==> config.mk <==
export PLATFORM = sky130hd
export DESIGN_NAME = mult_seq_unit
export DESIGN_NICKNAME = d
export VERILOG_FILES = /design/src/rtl/mult_seq_unit.sv
export SDC_FILE = /design/constraint.sdc
export NUM_CORES = 1
export LEC_CHECK = 0
export CAP_MARGIN = 20
export CORE_MARGIN = 4
export CORE_UTILIZATION = 58
export DETAILED_ROUTE_END_ITERATION = 16
export PLACE_DENSITY = 0.8
export SETUP_SLACK_MARGIN = 0.4
export SYNTH_ARGS = -nofsm -noshare
export SYNTH_HDL_FRONTEND = slang
export SYNTH_SLANG_ARGS = --single-unit
export TNS_END_PERCENT = 50
==> constraint.sdc <==
create_clock -name clk -period 3.9 [get_ports clk]
set_input_delay 0.78 -clock clk [delete_from_list [all_inputs] [get_ports clk]]
set_output_delay 0.78 -clock clk [all_outputs]
set_load 0.02 [all_outputs]
==> src/rtl/mult_seq_unit.sv <==
// mult_seq_unit: iterative shift-add multiplier and sequencer for the DLX EX-stage
// Mult group (signed MULT and unsigned MULTU).
//
// A multiply is accepted when a legal Mult-group instruction is in EX. The unit
// holds the pipeline via stall while it works, then pulses result_valid for one
// cycle. Latency is WIDTH+1 cycles from the accept edge.
//
// Ports:
//   clk, reset      clock; synchronous active-high reset
//   start           Mult-group instruction valid in EX (held while stalled)
//   funct           funct field of the EX instruction
//   op_a, op_b      forwarded rs / rt operands
//   dest_in         rd of the EX instruction
//   flush           EX-stage flush; kills any in-flight operation
//   stall           freeze PC/IF/ID/EX pipeline registers
//   busy            iterating
//   illegal_funct   start in IDLE with an unsupported funct
//   result_valid    one-cycle pulse when result/result_hi/result_reg are valid
//   result          low WIDTH bits of the product
//   result_hi       high WIDTH bits of the product
//   result_reg      destination register for the write-back
module mult_seq_unit #(
    parameter int unsigned WIDTH   = 32,
    parameter int unsigned CNT_W   = 6,
    parameter logic [5:0]  F_MULT  = 6'h0e,
    parameter logic [5:0]  F_MULTU = 6'h16
) (
    input  logic             clk,
    input  logic             reset,
    input  logic             start,
    input  logic [5:0]       funct,
    input  logic [WIDTH-1:0] op_a,
    input  logic [WIDTH-1:0] op_b,
    input  logic [4:0]       dest_in,
    input  logic             flush,
    output logic             stall,
    output logic             busy,
    output logic             illegal_funct,
    output logic             result_valid,
    output logic [WIDTH-1:0] result,
    output logic [WIDTH-1:0] result_hi,
    output logic [4:0]       result_reg
);

    typedef enum logic [1:0] {StIdle, StBusy, StDone} state_e;

    localparam logic [CNT_W-1:0] LastIter = CNT_W'(WIDTH - 1);

    state_e               state_q, state_d;
    logic [CNT_W-1:0]     cnt_q;
    logic [2*WIDTH-1:0]   acc_q;
    logic [2*WIDTH-1:0]   mcand_q;
    logic [WIDTH-1:0]     mplier_q;
    logic                 neg_q;
    logic [4:0]           dest_q;
    logic [WIDTH-1:0]     result_q;
    logic [WIDTH-1:0]     result_hi_q;
    logic [4:0]           result_reg_q;

    logic                 legal;
    logic                 is_signed;
    logic                 accept;
    logic [WIDTH-1:0]     a_mag;
    logic [WIDTH-1:0]     b_mag;
    logic [2*WIDTH-1:0]   product;

    assign legal     = (funct == F_MULT) || (funct == F_MULTU);
    assign is_signed = (funct == F_MULT);
    assign accept    = (state_q == StIdle) && start && legal && !flush;

    // Magnitudes; negating the most-negative value yields 2^(WIDTH-1), which is
    // the correct unsigned magnitude.
    assign a_mag = (is_signed && op_a[WIDTH-1]) ? -op_a : op_a;
    assign b_mag = (is_signed && op_b[WIDTH-1]) ? -op_b : op_b;

    assign product = neg_q ? -acc_q : acc_q;

    always_comb begin
        state_d = state_q;
        unique case (state_q)
            StIdle: if (accept) state_d = StBusy;
            StBusy: begin
                if (flush) begin
                    state_d = StIdle;
                end else if (cnt_q == LastIter) begin
                    state_d = StDone;
                end
            end
            StDone:  state_d = StIdle;
            default: state_d = StIdle;
        endcase
    end

    always_comb begin
        busy          = (state_q == StBusy);
        stall         = accept || busy;
        illegal_funct = (state_q == StIdle) && start && !legal;
        result_valid  = (state_q == StDone) && !flush;
        // While valid, present the fresh product; otherwise hold the last one.
        result        = result_valid ? product[WIDTH-1:0]       : result_q;
        result_hi     = result_valid ? product[2*WIDTH-1:WIDTH] : result_hi_q;
        result_reg    = result_valid ? dest_q                   : result_reg_q;
    end

    always_ff @(posedge clk) begin
        if (reset) begin
            state_q      <= StIdle;
            cnt_q        <= '0;
            acc_q        <= '0;
            mcand_q      <= '0;
            mplier_q     <= '0;
            neg_q        <= 1'b0;
            dest_q       <= '0;
            result_q     <= '0;
            result_hi_q  <= '0;
            result_reg_q <= '0;
        end else begin
            state_q <= state_d;
            unique case (state_q)
                StIdle: begin
                    if (accept) begin
                        dest_q   <= dest_in;
                        neg_q    <= is_signed && (op_a[WIDTH-1] ^ op_b[WIDTH-1]);
                        mcand_q  <= {{WIDTH{1'b0}}, a_mag};
                        mplier_q <= b_mag;
                        acc_q    <= '0;
                        cnt_q    <= '0;
                    end
                end
                StBusy: begin
                    if (!flush) begin
                        if (mplier_q[0]) acc_q <= acc_q + mcand_q;
                        mcand_q  <= mcand_q << 1;
                        mplier_q <= mplier_q >> 1;
                        cnt_q    <= cnt_q + 1'b1;
                    end
                end
                StDone: begin
                    if (result_valid) begin
                        result_q     <= product[WIDTH-1:0];
                        result_hi_q  <= product[2*WIDTH-1:WIDTH];
                        result_reg_q <= dest_q;
                    end
                end
                default: ;
            endcase
        end
    end

endmodule

== Word-level counts from Yosys, hierarchy flattened ==
Index checks and enable logic that the tools add are counted.

* $add $sub $neg: 5
* Reductions and logical operators: 18
* Bitwise gates (word level): 1
* Eq/ne operators: 9
* Multiplexer cells: 23

{| class="wikitable"
|+ Operators by type and width
! cell !! number
|-
| 64-bit 2-to-1 mux || 6
|-
| 64-bit one-hot mux with 2 select lines || 2
|-
| 32-bit 2-to-1 mux || 6
|-
| 64-bit adder || 1
|-
| 32-bit negator || 2
|-
| 64-bit negator || 1
|-
| 32-bit one-hot mux with 2 select lines || 1
|-
| 6-bit by 5-bit == test with 1-bit output (second input constant) || 2
|-
| 6-bit 2-to-1 mux || 2
|-
| 6-bit one-hot mux with 2 select lines || 1
|-
| 1-bit logical AND || 8
|-
| 6-bit by 1-bit adder with 6-bit output (second input constant) || 1
|-
| 6-bit by 4-bit == test with 1-bit output (second input constant) || 1
|-
| 2-bit 2-to-1 mux || 3
|-
| 5-bit 2-to-1 mux || 1
|-
| 2-bit inequality test (second input constant) || 2
|-
| 2-bit one-hot mux with 2 select lines || 1
|-
| 2-bit AND reduction || 2
|-
| 4-bit AND reduction || 1
|-
| 3-bit by 2-bit inequality test with 1-bit output (second input constant) || 1
|-
| 3-bit AND reduction || 1
|-
| 2-bit by 1-bit == test with 1-bit output (second input constant) || 1
|-
| 2-bit == test (second input constant) || 1
|-
| 1-bit zero test || 2
|-
| other kinds (5) || 6
|}

* Input bits: 79
* Register bits after elaboration: 243
* Logic and storage cells: 66
* Output and inout port bits: 73

== Longest topological paths before layout ==
* Word-level depth: 6
* Mapped depth: 13

== Worst setup path after synthesis ==
Ideal clock, no wire load.

* Path kind: register -> output
* Start: reg acc_q[3]
* End: out result_hi[3]
* Data required time: 3120 ps
* Slack: 490 ps
* Stages on the path, launching flop included: 9
* Arrival time: 2630 ps
* Buffers on the path: 0
* Path through: dfxtp_1 or4_1 or2_4 nor3_4 nand3_2 or3_1 o31ai_1 xor2_1 a21oi_1

* Word-level cells in the longest chain between the ends: 3

{| class="wikitable"
|+ Ends and longest elaborated chain
! what !! line !! RTL
|-
| start: declaration || 51 || <nowiki>logic [2*WIDTH-1:0] acc_q;</nowiki>
|-
| start signal: assignment || 132 || <nowiki>if (mplier_q[0]) acc_q <= acc_q + mcand_q;</nowiki>
|-
| 64-bit negator || 76 || <nowiki>assign product = neg_q ? -acc_q : acc_q;</nowiki>
|-
| 64-bit 2-to-1 mux || 76 ||
|-
| 32-bit 2-to-1 mux || n/a ||
|-
| end: declaration || 41 || <nowiki>output logic [WIDTH-1:0] result_hi,</nowiki>
|}

Every way passes these cells.

== Final worst setup path ==
* Start: reg acc_q[3]
* End: out result_hi[1]

Same word-level chain as after synthesis.

==> impl_metrics.csv <==
group,metric,value,unit
synthesis,synth.largest_area_cell,"dfxtp_1",
placement,dp_hpwl,33300,µm
drt,wl_per_cell,18.7,µm
cts,cts_root_buf,"clkbuf_16",
synthesis,ys_seq_area_frac,0.314,
die,die-area,29400,µm²
worst_setup_path,crit_chain,"or4_4 -> or2_4 -> nor3_4 -> nand3_4 -> or3_4 -> o41ai_4 -> xor2_1 -> a21oi_2 -> buf_4",
worst_setup_path,reg2reg_from,"acc_q[0]",
sta,fin_skew,0.0129,ns
worst_setup_path,ff2ff_path_depth,15,
layout,utilization,0.738,
drt,drt_iter0_markers,1497,
sta,tightest_slew,0.707,ns
cts,cts_max_level,1,
cts,worstSkewPairLatency,0.55,ns
worst_setup_path,crit_required,3.12,ns
worst_setup_path,r2r-end,"acc_q[50]",
worst_setup_path,cp-end-kind,"primary output",
synthesis,yosys_most_used_dff,"dfxtp_1",
grt,grt_pass1_wl,73000,µm
cts,cts_inserted_buffers,28,
worst_setup_path,cp_max_fo,4,
sta,slew_violations,0,
synthesis,synth-compound-area-share,0.249,
die,num_io_pins,152,
sta,worst_slack,-0.0877,ns
worst_hold_path,hold_path_class,"reg2reg",
cts,clk_pin_slew,0.06,ns
layout,regArea,4870,µm²
status,violations,"setup timing",
status,status,"finished, violations left",
worst_setup_path,cp.arrival,3.21,ns
synthesis,synth_adder_area_share,0.0554,
sta,setup_viol_count_final,7,
sta,fin_setup_tns,-0.282,ns
synthesis,syn_area,15500,µm²
sta,period_share,1.02,
cts,cts_sinks,243,
placement,gp_congestion,0.978,
drt,vias_per_cell,6.16,
worst_setup_path,cp_slowest_cell,"or4_4",
synthesis,synth_edf_count,0,
drt,ant_nets,0,
worst_setup_path,critPathMaxStageDelay,0.55,ns
drt,wl,47700,µm
synthesis,synth_cells,2037,
sta,final_hold_viol_count,0,
drt,drc,0,
cts,cts_buffer_depth,3,
layout,drive_above_1_share,0.163,
placement,portBuffers,151,
synthesis,synth.distinct_cells,80,
synthesis,synth.avg_cell_area,7.61,µm²
worst_setup_path,crit_type,"reg2out",
flow_run,max_cap_violations,0,
synthesis,synth_mux_area_frac,0.00694,
synthesis,synth_warnings,0,
layout,nets,2350,
sta,fmax,0.251,GHz
worst_setup_path,r2r_slack,0.50,ns
synthesis,synth_seq_cells,243,
worst_setup_path,cp-startpoint,"acc_q[3]",
sta,maxSlewHeadroom,0.529,
drt,firstDrtPassIters,6,
synthesis,synth.most_common_cell,"nor2_1",
die,core-area,26200,µm²
synthesis,synth_common_cells,"nor2_1, a21oi_1, dfxtp_1",
layout,multi_input_area,10700,µm²
synthesis,ys_async_sr_fraction,0,
drt,vias,15755,
grt,grt_usage,0.299,
grt,grt_pass1_vias,14400,
power_and_ir_drop,leakagePower,8.04,nW
die,rows,59,
grt,gr-total-overflow,0,
layout,diodes,0,
layout,fillers,1970,
grt,grt_max_degree,150,
worst_setup_path,start_kind,"flop",
cts,cts_tree,"built",
sta,layout_min_cycle_time,3.99,ns
power_and_ir_drop,irDropWorstVdd,0.328,mV
die,initial_core_util,0.591,
worst_setup_path,cp-endpoint,"result_hi[1]",
synthesis,synth-simple-area-share,0.234,
synthesis,synth_top_family_by_area,"compound AO/OA/AOI/OAI gates",
synthesis,synth_xor_xnor_area_share,0.102,
power_and_ir_drop,powerDensity,275,nW/µm²
cts,ctsHoldBuffers,0,
die,die_h,171,µm
die,fp.dieW,171,µm
synthesis,synth.top_cell.area_share,0.314,
synthesis,synth_fp_nets,2184,
layout,syn_to_final_growth,24.7,%
synthesis,synth_area_leaders,"dfxtp_1, a21oi_1, xor2_1, nor2_1, ha_1",
sta,rsz0062_at_grt,"yes",
grt,antenna_found_initial,0,
[cells by family (layout without fill, tap and decap cells)]
logic type	Yosys count	after routing
xor+xnor	181	181
fa+ha+maj	68	68
flops	243	243
compound gates	617	617
simple gates	763	764
buf+inv	155	339
mux	10	10
[registers in the layout, summed over array words and instances, names as in the netlist]
signal and cells:
acc_q 64, cnt_q 6, dest_q 5, mcand_q 64, mplier_q 32, neg_q 1, result_hi_q 32, result_q 32
result_reg_q 5, state_q 2
[metrics by stage]
step | setup slack, ns | area, µm² | instances | hold WS [ns] | total power, mW
floorplan | 0.490 | 15500 | 2037 | 0.433 | 2.65
global placement | 0.0159 | 17700 | 2489 | 0.441 | 2.78
detailed placement | 0.00908 | 17700 | 2489 | 0.447 | 2.79
CTS | -0.0489 | 18800 | 2540 | 0.465 | 5.34
global route | -0.200 | 19300 | 2557 | 0.489 | 5.47
finish | -0.0877 | 19300 | 2557 | 0.462 | 5.32
[what timing repair did]
action / CTS / global route
gates cloned: 0 / 1
endpoints found under the setup margin: 80 / 100
pin swaps: 38 / 54
buffers inserted: 2 / 15
gates resized for setup: 243 / 166
[per-layer routing]
layer / routed length (µm) / GRT usage
met4: 1080 / 0.0634
met1: 21800 / 0.435
met5: 0 / 0
met2: 20500 / 0.463
met3: 4300 / 0.0577
[power breakdown]
group	switching (mW)	internal [mW]	leakage (nW)
combinational	0.134	0.115	5.65
clock	1.07	1.51	0.434
sequential	0.00450	2.49	1.96
[cell type report]
class / instances / share of cell area
Clock buffer: 35 / 0.0392
Clock inverter: 14 / 0.00751
Inverter: 25 / 0.00486
Multi-Input combinational cell: 1640 / 0.555
Sequential cell: 243 / 0.252
Tap cell: 335 / 0.0217
Timing Repair Buffer: 265 / 0.120
[how the worst min path moves through the flow]
stage / from / end / slack, ns / cells after the start
floorplan: dest_q[0] / dest_q[0] / 0.43 / 2
global placement: dest_q[0] / dest_q[0] / 0.44 / 2
detailed placement: dest_q[3] / dest_q[3] / 0.45 / 2
CTS: dest_q[0] / dest_q[0] / 0.46 / 2
global route: dest_q[3] / dest_q[3] / 0.49 / 2
finish: dest_q[0] / dest_q[0] / 0.46 / 2
[critical path: cells and delay by family, from the launching register on]
kind / cells / cell delay [ns]
AO/OA/AOI/OAI: 2 / 0.35
XOR/XNOR: 1 / 0.28
buffers and inverters: 1 / 0.17
flip-flops: 1 / 0.31
AND/OR/NAND/NOR: 5 / 1.56
[cells in the final DEF, fill, tap and decap left out, types with 8 or more instances in the layout]
master and instances:
a21oi_2 32, xnor2_1 55, buf_4 146, a21o_1 37, o41ai_2 9, a22oi_1 25, o31ai_1 18, o21ai_0 74
nor2b_1 77, buf_6 9, and3_1 14, nor3_1 25, nor2_1 281, a31oi_1 9, clkbuf_16 29, o31ai_2 16
a21oi_1 228, nand2_1 180, or3_1 15, or4_4 8, ha_1 66, or4_1 10, o21bai_1 16, dfxtp_1 238
o21ai_1 12, nand4_1 21, xor2_1 122, o41ai_1 10, a211oi_1 57, clkdlybuf4s50_1 88, nand2b_1 9, dlymetal6s2s_1 8
inv_1 25, nand3_1 57
No activity file was read; power rests on OpenSTA's default activity.
